## src/rtl/add_sub_seq.sv

```systemverilog
// Chunk-serial adder/subtractor: one CHUNK-bit slice per cycle through a registered carry,
// with a valid/ready handshake on both sides and compare flags taken from the full result.
module add_sub_seq #(
   parameter int WIDTH = 32,
   parameter int CHUNK = 8
) (
   input  logic             clock,
   input  logic             reset_n,
   input  logic             in_valid,
   output logic             in_ready,
   input  logic [WIDTH-1:0] data_a,
   input  logic [WIDTH-1:0] data_b,
   input  logic             sub,
   output logic             out_valid,
   input  logic             out_ready,
   output logic [WIDTH-1:0] result,
   output logic             carry_out,
   output logic             overflow,
   output logic             is_not_equal,
   output logic             is_less_than
);

   localparam int NUM_SLICES = WIDTH / CHUNK;
   localparam int IDX_W      = (NUM_SLICES > 1) ? $clog2(NUM_SLICES) : 1;
   localparam logic [IDX_W-1:0] LAST_IDX = IDX_W'(NUM_SLICES - 1);

   typedef enum logic [1:0] {
      IDLE,
      RUN,
      DONE
   } state_t;

   state_t             stateCur;
   state_t             stateNext;
   logic [WIDTH-1:0]   opA;
   logic [WIDTH-1:0]   opB;        // already inverted for subtraction
   logic               subReg;
   logic               carryReg;
   logic [IDX_W-1:0]   sliceIdx;
   logic [CHUNK:0]     sliceSum;
   logic [WIDTH-1:0]   fullSum;
   logic               ovfNext;
   logic               accept;
   logic               lastSlice;

   // The last slice is merged with the partial result so flags see all WIDTH bits at once.
   always_comb begin
      sliceSum = {1'b0, opA[sliceIdx*CHUNK +: CHUNK]} + {1'b0, opB[sliceIdx*CHUNK +: CHUNK]}
               + {{CHUNK{1'b0}}, carryReg};
      fullSum  = result;
      fullSum[sliceIdx*CHUNK +: CHUNK] = sliceSum[CHUNK-1:0];
      ovfNext  = (opA[WIDTH-1] == opB[WIDTH-1]) && (fullSum[WIDTH-1] != opA[WIDTH-1]);
   end

   assign lastSlice = (sliceIdx == LAST_IDX);
   assign out_valid = (stateCur == DONE);
   assign accept    = in_valid && in_ready;

   // NOTE: every signal assigned in always_comb gets a default first, so no path can infer a latch.
   always_comb begin
      in_ready  = 1'b0;
      stateNext = stateCur;
      if (reset_n) begin
         case (stateCur)
            IDLE:    in_ready = 1'b1;
            DONE:    in_ready = out_ready;
            default: in_ready = 1'b0;
         endcase
      end
      case (stateCur)
         IDLE:    if (accept) stateNext = RUN;
         RUN:     if (lastSlice) stateNext = DONE;
         DONE:    if (out_ready) stateNext = in_valid ? RUN : IDLE;
         default: stateNext = IDLE;
      endcase
   end

   always_ff @(posedge clock) begin
      // NOTE: datapath registers are reset too, so result and flags read 0 straight out of reset.
      if (!reset_n) begin
         stateCur     <= IDLE;
         opA          <= '0;
         opB          <= '0;
         subReg       <= 1'b0;
         carryReg     <= 1'b0;
         sliceIdx     <= '0;
         result       <= '0;
         carry_out    <= 1'b0;
         overflow     <= 1'b0;
         is_not_equal <= 1'b0;
         is_less_than <= 1'b0;
      end else begin
         stateCur <= stateNext;
         if (accept) begin
            opA      <= data_a;
            opB      <= sub ? ~data_b : data_b;
            subReg   <= sub;
            carryReg <= sub;
            sliceIdx <= '0;
         end else if (stateCur == RUN) begin
            result[sliceIdx*CHUNK +: CHUNK] <= sliceSum[CHUNK-1:0];
            carryReg <= sliceSum[CHUNK];
            if (lastSlice) begin
               carry_out    <= sliceSum[CHUNK];
               overflow     <= ovfNext;
               is_not_equal <= subReg && (|fullSum);
               is_less_than <= subReg && (fullSum[WIDTH-1] ^ ovfNext);
            end else begin
               sliceIdx <= sliceIdx + 1'b1;
            end
         end
      end
   end

endmodule

```

## config.mk

```make
export PLATFORM = sky130hd
export DESIGN_NAME = add_sub_seq
export DESIGN_NICKNAME = d
export VERILOG_FILES = /design/src/rtl/add_sub_seq.sv
export SDC_FILE = /design/constraint.sdc
export NUM_CORES = 1
export LEC_CHECK = 0
export ABC_AREA = 0
export CAP_MARGIN = 15
export CORE_ASPECT_RATIO = 1.5
export CORE_MARGIN = 2
export CORE_UTILIZATION = 42
export CTS_CLUSTER_SIZE = 20
export DETAILED_ROUTE_END_ITERATION = 12
export PLACE_DENSITY = 0.7
export RECOVER_POWER = 100
export SLEW_MARGIN = 5
export SYNTH_ARGS = -nofsm -noshare
export SYNTH_HDL_FRONTEND = slang
export SYNTH_SLANG_ARGS = --single-unit
export TNS_END_PERCENT = 30
```

## constraint.sdc

```tcl
create_clock -name clock -period 3.6 [get_ports clock]
set_input_delay 1.08 -clock clock [delete_from_list [all_inputs] [get_ports clock]]
set_output_delay 1.08 -clock clock [all_outputs]
set_load 0.02 [all_outputs]
```

==> results_dict.tcl, run 1 <==
set metrics [dict create \
    dp_hpwl_um 9940 \
    critical_path.top_delay_family "buffers and inverters" \
    synth_seq_cells 106 \
    crit_fanout 3 \
    r2r_cells 10 \
    syn_area_um2 5360 \
    final_nets 740 \
    yosysSeqAreaShare_pct 39.6 \
    fin_ws_ns 0.102 \
    path_buf_inv 2 \
    p_leak_nw 2.83 \
    critPathLaunchType "input port" \
    max_cap_viol_count 1 \
    max_stage_delay_ns 0.61 \
    wire_per_inst_um 16.4 \
    grt_antenna_before_repair 0 \
    drive_above_1_share_pct 7.88 \
    grt_pass1_wl_um 21500 \
    io_pins 107 \
    cts_buffers 9 \
    layout.cells.non_filler 816 \
    multi_input_area_um2 3040 \
    grt_pass1_vias 4410 \
    path_clk_slew_ns 0.06 \
    yosysUniqueCellTypes 56 \
    rsz0062_at_grt "no" \
    grt_max_degree 108 \
    clockBufferDepth 2 \
    fin_setup_tns_ns 0 \
    clock-sinks 106 \
    worstMarginPinSlew_ns 1.79 \
    hold_viol_final 0 \
    async_reset_ff_share_pct 0 \
    synthToLayoutAreaGrowth_pct 26.6 \
    final_core_util_pct 54.5 \
    violations "capacitance limit, slew limit" \
    worstSetupPathType "input port to primary output" \
    crit_slowest_cell "clkdlybuf4s50_1" \
    postCtsSetupBuffers 0 \
    yosysTopAreaCellShare_pct 39.6 \
    fillCellCount 1153 \
    drt_first_pass_iters 5 \
    slew-limit-headroom_pct -19.2 \
    io_buffers 106 \
    synth_edf_count 0 \
    die_h_um 142 \
    overflow 0 \
    start_util_pct 43.1 \
    post-route-drc-count 0 \
    hold_slack_ns 0.467 \
    post_cts_resized 0 \
    clk-insertion-delay-late_ns 0.35 \
    synth_nets 652 \
    finClkSkew_ns 0.00488 \
    r2r-end "is_not_equal" \
    crit-reg2reg-launch "sliceIdx[0]" \
    wirelength_um 13400 \
    cts_tree "yes" \
    yosys_warnings 0 \
    synth_area_leaders "dfxtp_1, nand2_1, mux4_2" \
    power_density_nw_per_um2 400 \
    reg2reg_setup_slack_ns 0.15 \
    max_freq_mhz 286 \
    place_ws_ns 0.0992 \
    required_ns 2.52 \
    ir_drop_v 0.000198 \
    period_share_pct 97.2 \
    hold_end "opA[16]" \
    root_buffer "clkbuf_16" \
    netlist_instances 568 \
    hold_buffers 0 \
    slew_viol_final 108 \
    via_per_inst 5.53 \
    coreArea_um2 12400 \
    arrival_ns 2.42 \
    finalSetupViolCount 0 \
    hold_depth 2 \
    yosys.area.top_type "dfxtp_1" \
    seq_area_um2 2120 \
    die_w_um 96.3 \
    status "complete, but fails checks" \
    htree_levels 3 \
    hp-start "opA[16]" \
    grt_usage_pct 20.3 \
    hp-class "flip-flop to flip-flop" \
    synth.avg_cell_area_um2 9.44 \
    die_area_um2 13700 \
    postRouteAntennaNets 0 \
    place.gp.congestion 0.931 \
    drt_iter0_markers 299 \
    cp_common_cell "clkdlybuf4s50_1" \
    rows 50 \
    end_kind "primary output" \
    n_antenna_cell 0 \
    dp.cells 801 \
    worstPathCellList "clkdlybuf4s50_1 -> o21ai_0 -> nor2_1 -> clkdlybuf4s50_1" \
    fin_crit_ns 3.50 \
    synthFlopType "dfxtp_1" \
    vias 4515 \
]
[worst max-delay path by stage]
stage                startpoint      endpoint  slack, ns  cells past startpoint
floorplan           sliceIdx[0]  is_not_equal       0.03                     11
global placement      out_ready      in_ready       0.14                      4
detailed placement    out_ready      in_ready        0.1                      4
CTS                   out_ready      in_ready        0.1                      4
global route          out_ready      in_ready       0.01                      4
finish                out_ready      in_ready       0.10                      4
[worst register-to-register path, stage by stage (launching register included)]
cell,delay (ns)
dfxtp_1,0.36
buf_4,0.24
mux4_2,0.35
fa_1,0.46
fa_1,0.46
a211oi_1,0.43
o21ai_0,0.21
a211oi_1,0.43
a2111o_1,0.18
a21oi_1,0.09
o211ai_1,0.17
[cell usage after synthesis (6+ instances only)]
library cell,n
a21boi_0,37
clkbuf_1,24
xnor2_1,34
nand2_1,114
o211a_1,35
a21oi_1,11
a22oi_1,28
nor4_1,8
inv_1,6
mux4_2,16
nor2b_1,30
buf_2,6
ha_1,13
nor2_1,18
dfxtp_1,106
[cells by family (layout without fill, tap and decap cells)]
logic type | count (synthesis) | after routing | synth area share (%)
xor+xnor | 37 | 37 | 6.04
simple gates | 203 | 203 | 17.9
buf+inv | 45 | 137 | 3.87
fa+ha+maj | 16 | 16 | 3.99
compound gates | 144 | 144 | 21.7
mux | 17 | 17 | 6.91
flops | 106 | 106 | 39.6
[metrics by stage]
step	total power, mW	instance area (um^2)
6_report	2.71	6790
5_1_grt	2.82	6790
4_1_cts	2.72	6790
3_5_place_dp	1.83	6520
3_3_place_gp	1.81	6520
2_1_floorplan	1.63	5360
[report_power, final]
group | total (mW) | switching (mW) | internal (mW) | leakage (nW)
combinational | 0.551 | 0.287 | 0.265 | 1.84
clock | 0.905 | 0.421 | 0.484 | 0.128
sequential | 1.26 | 0.0306 | 1.22 | 0.863
total | 2.71 | 0.738 | 1.97 | 2.83
[final cells by class]
cell class,count,area share (%)
inverter,6,0.332
timing repair buffer,116,16.7
multi-input combinational,417,44.8
tap,156,2.88
clock buffer,11,3.58
sequential,106,31.3
clock inverter,4,0.424
[flip-flops by register name, indices dropped and copies added (netlist names)]
| name | count |
|---|---|
| result | 32 |
| is_not_equal | 1 |
| carryReg | 1 |
| opA | 32 |
| carry_out | 1 |
| opB | 32 |
| is_less_than | 1 |
| stateCur | 2 |
| subReg | 1 |
| sliceIdx | 2 |
| overflow | 1 |
[cell usage in the layout, fill, tap and decap left out, types with 5 or more instances in the layout]
master	count
clkbuf_16	9
nor2b_1	30
nor4_1	8
mux4_2	16
a21boi_0	37
nand2_1	114
o21ai_0	5
ha_1	13
xnor2_1	34
dlygate4sd3_1	37
nor2_1	17
o211a_1	35
inv_1	6
a22oi_1	28
clkdlybuf4s50_1	67
o21a_1	5
nand4_1	5
dfxtp_1	106
a21oi_1	11
buf_4	7
[routing by layer]
layer	vias to the layer above	global-route usage [%]	share of wire, %
met4	0	10.9	4.1
met2	137	35.7	52
li1	2199	-	-
met3	31	2.33	3.5
met1	2148	23.5	40
met5	-	0	0
(Power assumes the default switching activity.)
==> run 2: changes to the inputs <==
--- a/config.mk
+++ b/config.mk
@@ -6,13 +6,13 @@
 export NUM_CORES = 1
 export LEC_CHECK = 0
 export ABC_AREA = 0
-export CAP_MARGIN = 15
+export CAP_MARGIN = 20
 export CORE_ASPECT_RATIO = 1.5
 export CORE_MARGIN = 2
-export CORE_UTILIZATION = 42
+export CORE_UTILIZATION = 47
 export CTS_CLUSTER_SIZE = 20
 export DETAILED_ROUTE_END_ITERATION = 12
-export PLACE_DENSITY = 0.7
+export PLACE_DENSITY = 0.77
 export RECOVER_POWER = 100
 export SLEW_MARGIN = 5
 export SYNTH_ARGS = -nofsm -noshare
==> run 2 against run 1 <==
  * Setup slack better by 0.051 ns
  * The flow finishes with violations (slew limit)
  * Clock power is 5.5% higher
  * Fmax is 1.5% higher
  * Combinational power is 3% lower
  * Critical path type is now flip-flop to flip-flop
  * Clock skew is 0.0029 ns higher
  * Worst hold slack worse by 0.00071 ns
  * Critical endpoint is now is_not_equal
  * Count of clock-buffer cells in the layout is 1 lower
  * Sequential cell count stayed put
  * Sequential power hardly changed
  * Non-clock buffer count is 2 higher
  * Final area is 0.44% lower
  * First-iteration DRC count is 39% lower
==> results_dict.tcl, run 2 (synthesized netlist as in run 1, its figures left out) <==
set metrics [dict create \
    grt_pass1_vias 4329 \
    arrival_ns 3.67 \
    cts_tree "yes" \
    layout_common_cells "nand2_1, dfxtp_1, clkdlybuf4s50_1, dlygate4sd3_1, a21boi_0" \
    via_per_inst 5.56 \
    die_area_um2 12300 \
    cts_buffers 9 \
    drt_iter0_markers 182 \
    clockBufferDepth 2 \
    p_leak_nw 2.84 \
    max_cap_viol_count 0 \
    grt_pass1_wl_um 20700 \
    fin_ws_ns 0.153 \
    wire_per_inst_um 16.0 \
    clk-insertion-delay-late_ns 0.35 \
    die_h_um 135 \
    hp-class "flip-flop to flip-flop" \
    hold_slack_ns 0.466 \
    power_density_nw_per_um2 406 \
    max_stage_delay_ns 0.59 \
    mostFrequentLayoutCell "nand2_1" \
    path_clk_slew_ns 0.07 \
    max_freq_mhz 290 \
    post_cts_resized 0 \
    postCtsSetupBuffers 0 \
    htree_levels 3 \
    p_seq_share_pct 45.7 \
    io_buffers 106 \
    drive_above_1_share_pct 7.70 \
    dp.cells 794 \
    fin_setup_tns_ns 0 \
    crit_fanout 9 \
    grt_antenna_before_repair 0 \
    start_util_pct 48.5 \
    top_regs "opA (32), opB (32), result (32)" \
    final_core_util_pct 61.1 \
    coreArea_um2 11100 \
    worstSetupPathType "flip-flop to flip-flop" \
    violations "slew limit" \
    hold_viol_final 0 \
    overflow 0 \
    vias 4498 \
    p_int_mw 2.01 \
    slew_viol_final 97 \
    place_ws_ns 0.0187 \
    final_area_um2 6760 \
    worstMarginPinSlew_ns 1.51 \
    total_power_mw 2.75 \
    end_kind "flip-flop" \
    slew-limit-headroom_pct -0.397 \
    clockPowerShare_pct 34.8 \
    p_switching_mw 0.730 \
    rsz0062_at_grt "no" \
    crit_slowest_cell "a2111oi_1" \
    clock-sinks 106 \
    period_share_pct 95.7 \
    die_w_um 91.2 \
    hold_buffers 0 \
    synthToLayoutAreaGrowth_pct 26.0 \
    postRouteAntennaNets 0 \
    root_buffer "clkbuf_16" \
    switching_share_pct 26.6 \
    grt_max_degree 98 \
    status "complete, but fails checks" \
    ir_drop_v 0.000280 \
    path_buf_inv 1 \
    io_pins 107 \
    wirelength_um 12900 \
    n_antenna_cell 0 \
    drt_first_pass_iters 5 \
    grt_usage_pct 21.3 \
    finClkSkew_ns 0.00777 \
    critical_path.top_delay_family "compound AO/OA/AOI/OAI gates" \
    required_ns 3.82 \
    post-route-drc-count 0 \
    worstPathCellList "buf_4 -> mux4_2 -> fa_1 -> fa_1 -> xnor2_1 -> a21oi_1 -> a2111oi_1 -> o2111ai_1 -> a21oi_1 -> o211ai_1" \
    place.gp.congestion 0.877 \
    rows 47 \
    layout.cells.non_filler 809 \
    placed_cell_area_um2 6520 \
    pwr-share-comb_pct 19.5 \
    fin_crit_ns 3.45 \
    final_nets 742 \
    critPathLaunchType "flip-flop" \
    finalSetupViolCount 0 \
    dp_hpwl_um 9910 \
]
run 2: area by class of cell:
| class | instances | area, um^2 |
|---|---|---|
| clock buffers | 10 | 229 |
| clock inverters | 5 | 53.8 |
| fillers | 995 | 4300 |
| inverters | 6 | 22.5 |
| multi-input cells | 417 | 3030 |
| flip-flops and latches | 106 | 2120 |
| well taps | 147 | 184 |
| repair buffers | 118 | 1120 |
run 2: path summary, 6_finish.rpt:
check | depth (start not counted) | start | end | slack, ns
worst min register to register | 2 | opA[22] | opA[22] | 0.47
worst max-delay path | 10 | sliceIdx[0] | is_not_equal | 0.15
worst max register to register | 10 | sliceIdx[0] | is_not_equal | 0.15
worst min-delay path | 2 | opA[22] | opA[22] | 0.47
run 2: power by group through the flow:
stage	clock network, mW	registers (mW)	logic (mW)
after global placement	0	1.28	0.539
final	0.955	1.26	0.534
after CTS	0.969	1.26	0.550
after floorplan	0	1.28	0.346
after global routing	1.02	1.26	0.582
after detailed placement	0	1.28	0.547
run 2: tightest hold or removal path, stage by stage (launching register included):
cell and delay, ns:
dfxtp_1 0.31, nand2_1 0.05, a21boi_0 0.06
run 2: metal layers:
metal	global-route usage, %	part of all wire (%)
met5	0	0
met4	12.6	4.1
met3	3.68	3.6
met2	38.4	53
met1	23.2	39
==> run 3: changes to the inputs <==
--- a/config.mk
+++ b/config.mk
@@ -6,9 +6,8 @@
 export NUM_CORES = 1
 export LEC_CHECK = 0
 export ABC_AREA = 0
-export CAP_MARGIN = 20
+export CAP_MARGIN = 40
 export CORE_ASPECT_RATIO = 1.5
-export CORE_MARGIN = 2
 export CORE_UTILIZATION = 47
 export CTS_CLUSTER_SIZE = 20
 export DETAILED_ROUTE_END_ITERATION = 12
==> run 3 against run 2 <==
  * The run now ends clean
  * Combinational power up 2%
  * Count of clock-buffer cells in the layout up 1
  * Fmax down 2.3%
==> results_dict.tcl, run 3 (synthesized netlist as in run 1, its figures left out) <==
set metrics [dict create \
    rows 47 \
    fillCellCount 987 \
    crit-reg2reg-launch "sliceIdx[1]" \
    hold_viol_final 0 \
    final_nets 740 \
    slew_viol_final 0 \
    wirelength_um 13200 \
    top_regs "opA (32), opB (32), result (32)" \
    n_antenna_cell 0 \
    dp_hpwl_um 9760 \
    drt_iter0_markers 271 \
    clk-insertion-delay-late_ns 0.35 \
    place.gp.congestion 0.849 \
    final_area_um2 6760 \
    arrival_ns 3.75 \
    coreArea_um2 11100 \
    required_ns 3.82 \
    crit_fanout 20 \
    grt_usage_pct 23.2 \
    grt_pass1_vias 4506 \
    finalSetupViolCount 0 \
    drt_first_pass_iters 4 \
    rsz0062_at_grt "no" \
    die_h_um 133 \
    vias 4505 \
    die_area_um2 11800 \
    worstPathCellList "buf_4 -> mux4_2 -> fa_1 -> fa_1 -> xnor2_1 -> a21oi_1 -> a2111oi_1 -> o2111ai_1 -> a21oi_1 -> o211ai_1" \
    synthToLayoutAreaGrowth_pct 26.1 \
    critPathLaunchType "flip-flop" \
    path_clk_slew_ns 0.07 \
    hp-class "flip-flop to flip-flop" \
    grt_pass1_wl_um 21300 \
    placed_cell_area_um2 6510 \
    crit_slowest_cell "a2111oi_1" \
    fin_crit_ns 3.53 \
    clockBufferDepth 2 \
    post-route-drc-count 0 \
    status "completed" \
    io_buffers 106 \
    power_density_nw_per_um2 406 \
    grt_antenna_before_repair 0 \
    wire_per_inst_um 16.3 \
    max_stage_delay_ns 0.54 \
    p_leak_nw 2.83 \
    io_pins 107 \
    final_core_util_pct 61.1 \
    clock-sinks 106 \
    fin_ws_ns 0.0733 \
    total_power_mw 2.74 \
    end_kind "flip-flop" \
    hp-start "opA[28]" \
    max_cap_viol_count 0 \
    via_per_inst 5.58 \
    period_share_pct 98.0 \
    place_ws_ns 0.0862 \
    start_util_pct 48.5 \
    cts_buffers 9 \
    grt_max_degree 98 \
    drive_above_1_share_pct 7.87 \
    finClkSkew_ns 0.00648 \
    fin_setup_tns_ns 0 \
    layout_common_cells "nand2_1, dfxtp_1, clkdlybuf4s50_1, a21boi_0, dlygate4sd3_1" \
    cts_tree "yes" \
    crit_start "sliceIdx[1]" \
    worstMarginPinSlew_ns 1.50 \
    worstSetupPathType "flip-flop to flip-flop" \
    slew-limit-headroom_pct 0.290 \
    die_w_um 89.2 \
    root_buffer "clkbuf_16" \
    postRouteAntennaNets 0 \
    postCtsSetupBuffers 0 \
    mostFrequentLayoutCell "nand2_1" \
    ir_drop_v 0.000267 \
    htree_levels 3 \
    max_freq_mhz 284 \
    overflow 0 \
]
==> run 3: worst paths after layout <==
check / to / slack, ns / cells past startpoint
setup / recovery: is_not_equal / 0.07 / 10
hold / removal: opA[28] / 0.47 / 2
setup reg to reg: is_not_equal / 0.07 / 10
hold reg to reg: opA[28] / 0.47 / 2
==> run 3: cell type report <==
cell class	instances	area [um^2]	area share [%]
sequential	106	2120	31.4
inverter	6	22.5	0.333
multi-input combinational	417	3030	44.8
clock inverter	5	46.3	0.685
timing repair buffer	116	1110	16.5
tap	147	184	2.72
clock buffer	11	243	3.59
==> run 3: routing by layer <==
layer	routed length, um	track usage, %
met5	0	0
met4	394	11.0
met3	433	3.12
met2	7000	40.7
met1	5330	27.1
==> run 3: critical path, delay by kind of cell, from the launching register on <==
family | cells | cell delay (ns)
buf+inv | 1 | 0.31
fa+ha+maj | 2 | 0.90
mux | 1 | 0.37
compound gates | 5 | 1.14
xor+xnor | 1 | 0.34
flops | 1 | 0.36
==> run 3: power by group <==
group	switching (mW)	internal [mW]	total [mW]
logic	0.286	0.258	0.544
registers	0.0320	1.22	1.26
clock network	0.443	0.499	0.942
total	0.761	1.98	2.74
==> run 3: per-stage QoR <==
| stage | hold slack (ns) | std cells |
|---|---|---|
| floorplan | 0.440 | 568 |
| global placement | 0.449 | 792 |
| detailed placement | 0.456 | 792 |
| CTS | 0.466 | 808 |
| global route | 0.487 | 808 |
| finish | 0.468 | 808 |
==> run 3: repair_timing <==
| action | in CTS | in global routing |
|---|---|---|
| setup endpoints to repair | 0 | 1 |
| gates resized for setup | 0 | 1 |
| hold buffers | 0 | 0 |
